**src/rtl/mem_stage_if.sv**
```systemverilog
// rtl/mem_stage_if.sv - data-memory port between mem_stage and the data memory
interface mem_stage_if #(
    parameter int ADDR_WIDTH = 32
);
    logic                  mem_req;
    logic                  mem_we;
    logic [ADDR_WIDTH-1:0] mem_addr;
    logic [3:0]            mem_be;
    logic [31:0]           mem_wdata;
    logic                  mem_ack;
    logic [31:0]           mem_rdata;

    modport master (
        output mem_req, mem_we, mem_addr, mem_be, mem_wdata,
        input  mem_ack, mem_rdata
    );

    modport slave (
        input  mem_req, mem_we, mem_addr, mem_be, mem_wdata,
        output mem_ack, mem_rdata
    );
endinterface

```
**src/rtl/mem_stage.sv**
```systemverilog
// rtl/mem_stage.sv - memory-access pipeline stage; optional misaligned trap via MEM_MISALIGN_TRAP_EN
module mem_stage #(
    parameter int ADDR_WIDTH     = 32,
    parameter int REG_ADDR_WIDTH = 5
) (
    input  logic                      clk,
    input  logic                      reset,
    input  logic                      in_valid,
    input  logic                      write,
    input  logic [REG_ADDR_WIDTH-1:0] write_address,
    input  logic [31:0]               write_data,
    input  logic [3:0]                memop,
    input  logic [31:0]               store_data,
    output logic                      stall_req,
    mem_stage_if.master               mem,
    output logic                      valid_o,
    output logic                      write_o,
    output logic [REG_ADDR_WIDTH-1:0] write_address_o,
    output logic [31:0]               write_data_o,
    output logic                      exc_o
);
    localparam logic [3:0] OP_LB  = 4'd1;
    localparam logic [3:0] OP_LH  = 4'd2;
    localparam logic [3:0] OP_LW  = 4'd3;
    localparam logic [3:0] OP_LBU = 4'd4;
    localparam logic [3:0] OP_LHU = 4'd5;
    localparam logic [3:0] OP_SB  = 4'd6;
    localparam logic [3:0] OP_SH  = 4'd7;
    localparam logic [3:0] OP_SW  = 4'd8;

    typedef enum logic {S_IDLE, S_BUSY} state_t;

    state_t r_state, w_next;

    logic                      r_mem_req, r_mem_we;
    logic [ADDR_WIDTH-1:0]     r_mem_addr;
    logic [3:0]                r_mem_be;
    logic [31:0]               r_mem_wdata;
    logic [3:0]                r_op;
    logic [1:0]                r_off;
    logic                      r_wr;
    logic [REG_ADDR_WIDTH-1:0] r_wa;
    logic [31:0]               r_alu;
    logic                      r_valid, r_write, r_exc;
    logic [REG_ADDR_WIDTH-1:0] r_wa_o;
    logic [31:0]               r_wd_o;

    logic        w_is_load, w_is_store, w_is_mem;
    logic        w_is_byte, w_is_half;
    logic [1:0]  w_off;
    logic        w_trap, w_issue;
    logic [3:0]  w_be;
    logic [31:0] w_wdata;
    logic        w_r_is_load;
    logic [7:0]  w_byte;
    logic [15:0] w_half;
    logic [31:0] w_load_data;

    assign w_is_load  = (memop >= OP_LB) && (memop <= OP_LHU);
    assign w_is_store = (memop >= OP_SB) && (memop <= OP_SW);
    assign w_is_mem   = w_is_load || w_is_store;
    assign w_is_byte  = (memop == OP_LB) || (memop == OP_LBU) || (memop == OP_SB);
    assign w_is_half  = (memop == OP_LH) || (memop == OP_LHU) || (memop == OP_SH);

`ifdef MEM_MISALIGN_TRAP_EN
    logic w_misalign;
    assign w_misalign = (w_is_half && write_data[0]) ||
                        (!w_is_byte && !w_is_half && (write_data[1:0] != 2'b00));
    assign w_trap = in_valid && w_is_mem && w_misalign;
    assign w_off  = write_data[1:0];
`else
    // Without the trap, misaligned low bits are dropped so the access stays in-word.
    assign w_trap = 1'b0;
    assign w_off  = w_is_byte ? write_data[1:0] :
                    w_is_half ? {write_data[1], 1'b0} : 2'b00;
`endif

    assign w_issue = in_valid && w_is_mem && !w_trap;

    assign w_be    = w_is_byte ? (4'b0001 << w_off) :
                     w_is_half ? (w_off[1] ? 4'b1100 : 4'b0011) : 4'b1111;
    assign w_wdata = w_is_byte ? {4{store_data[7:0]}} :
                     w_is_half ? {2{store_data[15:0]}} : store_data;

    assign w_r_is_load = (r_op >= OP_LB) && (r_op <= OP_LHU);
    assign w_byte      = mem.mem_rdata[{r_off, 3'b000} +: 8];
    assign w_half      = r_off[1] ? mem.mem_rdata[31:16] : mem.mem_rdata[15:0];

    // Extract and extend the addressed byte/half of the returned word
    always_comb begin
        w_load_data = mem.mem_rdata;
        case (r_op)
            OP_LB:   w_load_data = {{24{w_byte[7]}}, w_byte};
            OP_LH:   w_load_data = {{16{w_half[15]}}, w_half};
            OP_LBU:  w_load_data = {24'd0, w_byte};
            OP_LHU:  w_load_data = {16'd0, w_half};
            default: w_load_data = mem.mem_rdata;
        endcase
    end

    // State register
    always_ff @(posedge clk) begin
        if (reset) r_state <= S_IDLE;
        else       r_state <= w_next;
    end

    // Next-state: enter BUSY on an issued access, leave on ack
    always_comb begin
        w_next = r_state;
        case (r_state)
            S_IDLE:  if (w_issue) w_next = S_BUSY;
            S_BUSY:  if (mem.mem_ack) w_next = S_IDLE;
            default: w_next = S_IDLE;
        endcase
    end

    // Output decode: hold upstream while an access is pending
    always_comb begin
        stall_req = 1'b0;
        case (r_state)
            S_IDLE:  stall_req = w_issue;
            S_BUSY:  stall_req = !mem.mem_ack;
            default: stall_req = 1'b0;
        endcase
    end

    // Datapath: memory request capture and writeback output register
    always_ff @(posedge clk) begin
        if (reset) begin
            r_mem_req   <= 1'b0;
            r_mem_we    <= 1'b0;
            r_mem_addr  <= '0;
            r_mem_be    <= 4'd0;
            r_mem_wdata <= 32'd0;
            r_op        <= 4'd0;
            r_off       <= 2'd0;
            r_wr        <= 1'b0;
            r_wa        <= '0;
            r_alu       <= 32'd0;
            r_valid     <= 1'b0;
            r_write     <= 1'b0;
            r_exc       <= 1'b0;
            r_wa_o      <= '0;
            r_wd_o      <= 32'd0;
        end else begin
            case (r_state)
                S_IDLE: begin
                    if (!in_valid) begin
                        r_valid <= 1'b0;
                        r_write <= 1'b0;
                        r_exc   <= 1'b0;
                    end else if (w_trap) begin
                        r_valid <= 1'b1;
                        r_exc   <= 1'b1;
                        r_write <= 1'b0;
                        r_wa_o  <= write_address;
                        r_wd_o  <= write_data;
                    end else if (w_is_mem) begin
                        r_mem_req   <= 1'b1;
                        r_mem_we    <= w_is_store;
                        r_mem_addr  <= {write_data[ADDR_WIDTH-1:2], 2'b00};
                        r_mem_be    <= w_be;
                        r_mem_wdata <= w_wdata;
                        r_op        <= memop;
                        r_off       <= w_off;
                        r_wr        <= write;
                        r_wa        <= write_address;
                        r_alu       <= write_data;
                        r_valid     <= 1'b0;
                        r_write     <= 1'b0;
                        r_exc       <= 1'b0;
                    end else begin
                        r_valid <= 1'b1;
                        r_write <= write;
                        r_wa_o  <= write_address;
                        r_wd_o  <= write_data;
                        r_exc   <= 1'b0;
                    end
                end
                S_BUSY: begin
                    if (mem.mem_ack) begin
                        r_mem_req <= 1'b0;
                        r_valid   <= 1'b1;
                        r_write   <= r_wr;
                        r_wa_o    <= r_wa;
                        r_wd_o    <= w_r_is_load ? w_load_data : r_alu;
                        r_exc     <= 1'b0;
                    end
                end
                default: r_mem_req <= 1'b0;
            endcase
        end
    end

    assign mem.mem_req   = r_mem_req;
    assign mem.mem_we    = r_mem_we;
    assign mem.mem_addr  = r_mem_addr;
    assign mem.mem_be    = r_mem_be;
    assign mem.mem_wdata = r_mem_wdata;

    assign valid_o         = r_valid;
    assign write_o         = r_write;
    assign write_address_o = r_wa_o;
    assign write_data_o    = r_wd_o;
    assign exc_o           = r_exc;
endmodule
```
**src/flat_wrapper.sv**
```systemverilog
// flat-port wrapper written by rule: the top's interface ports become plain ports
module mem_stage_flat 
#(
    parameter int ADDR_WIDTH     = 32,
    parameter int REG_ADDR_WIDTH = 5
)
  (clk, reset, in_valid, write, write_address, write_data, memop, store_data, stall_req, valid_o, write_o, write_address_o, write_data_o, exc_o, mem_mem_req, mem_mem_we, mem_mem_addr, mem_mem_be, mem_mem_wdata, mem_mem_ack, mem_mem_rdata);
  mem_stage_if #(.ADDR_WIDTH(ADDR_WIDTH)) mem_i ();
  input  logic clk;
  input  logic reset;
  input  logic in_valid;
  input  logic write;
  input  logic [REG_ADDR_WIDTH-1:0] write_address;
  input  logic [31:0] write_data;
  input  logic [3:0] memop;
  input  logic [31:0] store_data;
  output logic stall_req;
  output logic valid_o;
  output logic write_o;
  output logic [REG_ADDR_WIDTH-1:0] write_address_o;
  output logic [31:0] write_data_o;
  output logic exc_o;
  output wire logic [$bits(mem_i.mem_req)-1:0] mem_mem_req;
  output wire logic [$bits(mem_i.mem_we)-1:0] mem_mem_we;
  output wire logic [$bits(mem_i.mem_addr)-1:0] mem_mem_addr;
  output wire logic [$bits(mem_i.mem_be)-1:0] mem_mem_be;
  output wire logic [$bits(mem_i.mem_wdata)-1:0] mem_mem_wdata;
  input wire logic [$bits(mem_i.mem_ack)-1:0] mem_mem_ack;
  input wire logic [$bits(mem_i.mem_rdata)-1:0] mem_mem_rdata;
  assign mem_mem_req = mem_i.mem_req;
  assign mem_mem_we = mem_i.mem_we;
  assign mem_mem_addr = mem_i.mem_addr;
  assign mem_mem_be = mem_i.mem_be;
  assign mem_mem_wdata = mem_i.mem_wdata;
  assign mem_i.mem_ack = mem_mem_ack;
  assign mem_i.mem_rdata = mem_mem_rdata;
  mem_stage #(.ADDR_WIDTH(ADDR_WIDTH), .REG_ADDR_WIDTH(REG_ADDR_WIDTH)) u_core (.clk(clk), .reset(reset), .in_valid(in_valid), .write(write), .write_address(write_address), .write_data(write_data), .memop(memop), .store_data(store_data), .stall_req(stall_req), .mem(mem_i), .valid_o(valid_o), .write_o(write_o), .write_address_o(write_address_o), .write_data_o(write_data_o), .exc_o(exc_o));
endmodule
```
**config.mk**
```make
export PLATFORM = sky130hd
export DESIGN_NAME = mem_stage_flat
export DESIGN_NICKNAME = d
export VERILOG_FILES = /design/src/rtl/mem_stage_if.sv /design/src/rtl/mem_stage.sv /design/src/flat_wrapper.sv
export SDC_FILE = /design/constraint.sdc
export NUM_CORES = 1
export LEC_CHECK = 0
export ABC_CLOCK_PERIOD_IN_PS = 3700
export BUFFER_PORTS_ARGS = -buffer_cell sky130_fd_sc_hd__buf_2
export CAP_MARGIN = 10
export CORE_ASPECT_RATIO = 0.6
export CORE_MARGIN = 2
export CORE_UTILIZATION = 56
export CTS_BUF_LIST = sky130_fd_sc_hd__clkbuf_4
export CTS_CLUSTER_DIAMETER = 30
export DETAILED_ROUTE_END_ITERATION = 16
export GPL_TIMING_DRIVEN = 0
export MAX_ROUTING_LAYER = met4
export PLACE_DENSITY = 0.9
export SLEW_MARGIN = 20
export SYNTH_ARGS = -nofsm -noshare
export SYNTH_HDL_FRONTEND = slang
export SYNTH_SLANG_ARGS = --single-unit
```
**constraint.sdc**
```tcl
create_clock -name clk -period 3.7 [get_ports clk]
set_input_delay 0.37 -clock clk [delete_from_list [all_inputs] [get_ports clk]]
set_output_delay 0.37 -clock clk [all_outputs]
set_load 0.005 [all_outputs]
```
==> impl_metrics.tcl <==
set metrics [dict create \
    drv_cap 0 \
    htree_levels 4 \
    cp_cell_sequence "buf_2 -> nor2b_1 -> nand2_1 -> clkbuf_1 -> nand2_1 -> buf_2" \
    fin_tns_setup_ps 0 \
    hold-worst-slack_ps 43.96 \
    place.port_buffers 213 \
    fin_crit_sh_pct 73.09 \
    dieArea_sq_um 12070 \
    antenna_found_initial 1 \
    dr.pass1.iters 8 \
    grt.total_usage_pct 39.13 \
    cts_setup_buffers 0 \
    cts.clk_slew.worst_paths_ps 120 \
    arrival_ps 2330 \
    area_delta_synth_final_pct 24.76 \
    crit_path_top_delay_cell "clkbuf_1" \
    rsz0062_at_grt "no" \
    max_slew_margin_pct 51.81 \
    drive_gt1_share_pct 32.55 \
    cts_inserted_buffers 17 \
    synth_top_area_cell "dfxtp_1" \
    post-synth-top-count-cell "nand2_1" \
    initial_core_util_pct 58.29 \
    syn_area_sq_um 6261 \
    fin_ws_ps 995.7 \
    synth_flop_cell "dfxtp_1" \
    status "complete, no violations" \
    yosysWarnings 0 \
    drt_iter0_drc 1159 \
    critPathKind "flip-flop to primary output" \
    max_stage_delay_ps 480 \
    max_freq_mhz 369.8 \
    dpl.hpwl_mm 18.10 \
    cts_hold_buffers 0 \
    yosys-top-cells-area "dfxtp_1 39%, nand2_1 8.2%, a21oi_1 7.5%, a211oi_1 5.4%, buf_4 4.8%" \
    syn_inst 770 \
    ir_drop_mv 0.2507 \
    cts_buffer_depth 2 \
    preCtsSetupSlack_ps 1343 \
    synth_top_area_share_pct 39.01 \
    synth_common_cells "136 x nand2_1, 122 x dfxtp_1, 94 x a21oi_1" \
    cp_num_buf_inv 3 \
    grt_pass1_wl_mm 34.87 \
    wire_per_inst_um 20.50 \
    cts_tree "yes" \
    yosysSeqAreaShare_pct 39.01 \
    synth_edf_count 0 \
    synth_area_per_cell_sq_um 8.131 \
    grt_max_degree 17 \
    hold_path_class "primary input to flip-flop" \
    rows 29 \
    overflow 0 \
    ctsResizeCount 0 \
    clock-root-buffer "clkbuf_4" \
    clk_latency_ps 550 \
    final_nets 1114 \
    grt_pass1_vias 6221 \
    hold_viol 0 \
    worst_pin_slew_ps 722.8 \
    start_kind "flip-flop" \
    async_reset_ff_share_pct 0 \
    path_delay_family "buffers and inverters" \
    drc 0 \
    critPathRequiredTime_ps 3330 \
    ys_ff_latch 122 \
    fp.dieH_um 85.91 \
    detail_route.wirelength_mm 23.72 \
    num_vias 7205 \
    design.core.area_sq_um 10740 \
    endpoint_kind "primary output" \
    finalMaxSlewViolations 0 \
    io_pins 221 \
    fin_skew_ps 15.46 \
    p_leak_uw 0.003322 \
    gp_congestion 1.039 \
    p_per_area_nw_per_um2 415.9 \
    die_x_um 140.5 \
    vias_per_cell 6.227 \
    crit_fanout 10 \
    synth.distinct_cells 59 \
    setup_viol 0 \
    cts.sinks 122 \
    postRouteAntennaNets 0 \
    fin_crit_ps 2704 \
]
==> registers in the layout (all words and copies together), names as in the netlist, 2 cells and up <==
name	cells
u_core.mem.mem_be	4
u_core.mem.mem_wdata	32
u_core.r_alu	32
u_core.r_off	2
u_core.r_op	4
u_core.r_wa	5
u_core.write_address_o	5
u_core.write_data_o	32
==> kinds of logic (layout without fill, tap and decap cells) <==
logic type	after synthesis	after routing	synth area share, %
xor+xnor	3	3	0.4197
buf+inv	107	352	9.872
other cells	1	4	0.05989
flops	122	122	39.01
mux	25	25	4.037
simple gates	262	262	19.27
compound gates	250	250	27.34
==> metrics by stage <==
| step | power, uW | instances | util [%] | instance area (sq um) |
|---|---|---|---|---|
| after floorplan | 1901 | 772 | - | 6269 |
| after global placement | 2200 | 1124 | 69.91 | 7508 |
| after detailed placement | 2217 | 1124 | 69.91 | 7508 |
| after CTS | 3208 | 1156 | 72.71 | 7809 |
| after global routing | 3357 | 1157 | 72.73 | 7811 |
| final | 3249 | 1157 | 72.73 | 7811 |
==> final timing paths <==
| check | start | to | slack, ps | depth (start not counted) |
|---|---|---|---|---|
| min | mem_mem_ack | u_core.mem.mem_req | 40 | 2 |
| max | u_core.r_state | stall_req | 1000 | 6 |
| max reg2reg | u_core.r_state | u_core.write_data_o[21] | 1520 | 7 |
| min reg2reg | u_core.write_data_o[28] | u_core.write_data_o[28] | 460 | 2 |
==> layout make-up <==
cell class	instances	area [sq um]
fill	889	2929
antenna	1	2.502
clock buffer	17	127.6
buffer	103	603.1
multi-input combinational	543	3208
sequential	122	2442
timing repair buffer	213	1066
clock inverter	15	172.7
inverter	4	15.01
tap	139	173.9
==> layout by cell type, fill, tap and decap left out, types with 4 or more instances in the layout <==
cell type  synthesis  final
a211o_1           14     14
a211oi_1          45     45
a21oi_1           94     94
a22oi_1           25     25
and2_1            11     11
buf_2             28    241
buf_4             40     40
buf_6              4      4
clkbuf_1          29     29
clkbuf_4           0     17
clkinv_1           1      4
dfxtp_1          122    122
mux2i_1           23     23
nand2_1          136    136
nand3_1            5      5
nand3b_1           5      5
nand4_1            7      7
nor2_1            57     57
nor2b_1            6      6
nor3_1            10     10
nor4_1            10     10
o21ai_0            4      4
o221ai_1          17     17
o22ai_1           15     15
o2bb2ai_1         17     17
==> worst reg2reg max path: cells and delay by family (launching register included) <==
kind	cells	cell delay, ps
AO/OA/AOI/OAI	4	930
buffers and inverters	3	680
flip-flops	1	430
==> metal layers <==
layer  routed length, um  part of all wire [%]  track usage (%)  vias to the layer above
met1                9882                    42            55.23                     3293
met3                4065                    17            15.97                       78
met4                 512                   2.2            9.727                        0
li1                    -                     -                -                     3215
met2                9255                    39            51.38                      619
met5                   0                     0                -                        -
==> report_power, final <==
| group | internal (uW) | total [uW] | switching (uW) |
|---|---|---|---|
| Clock | 468 | 1030 | 560 |
| Combinational | 299 | 745 | 446 |
| Sequential | 1410 | 1480 | 65.4 |
(Power assumes the default switching activity.)
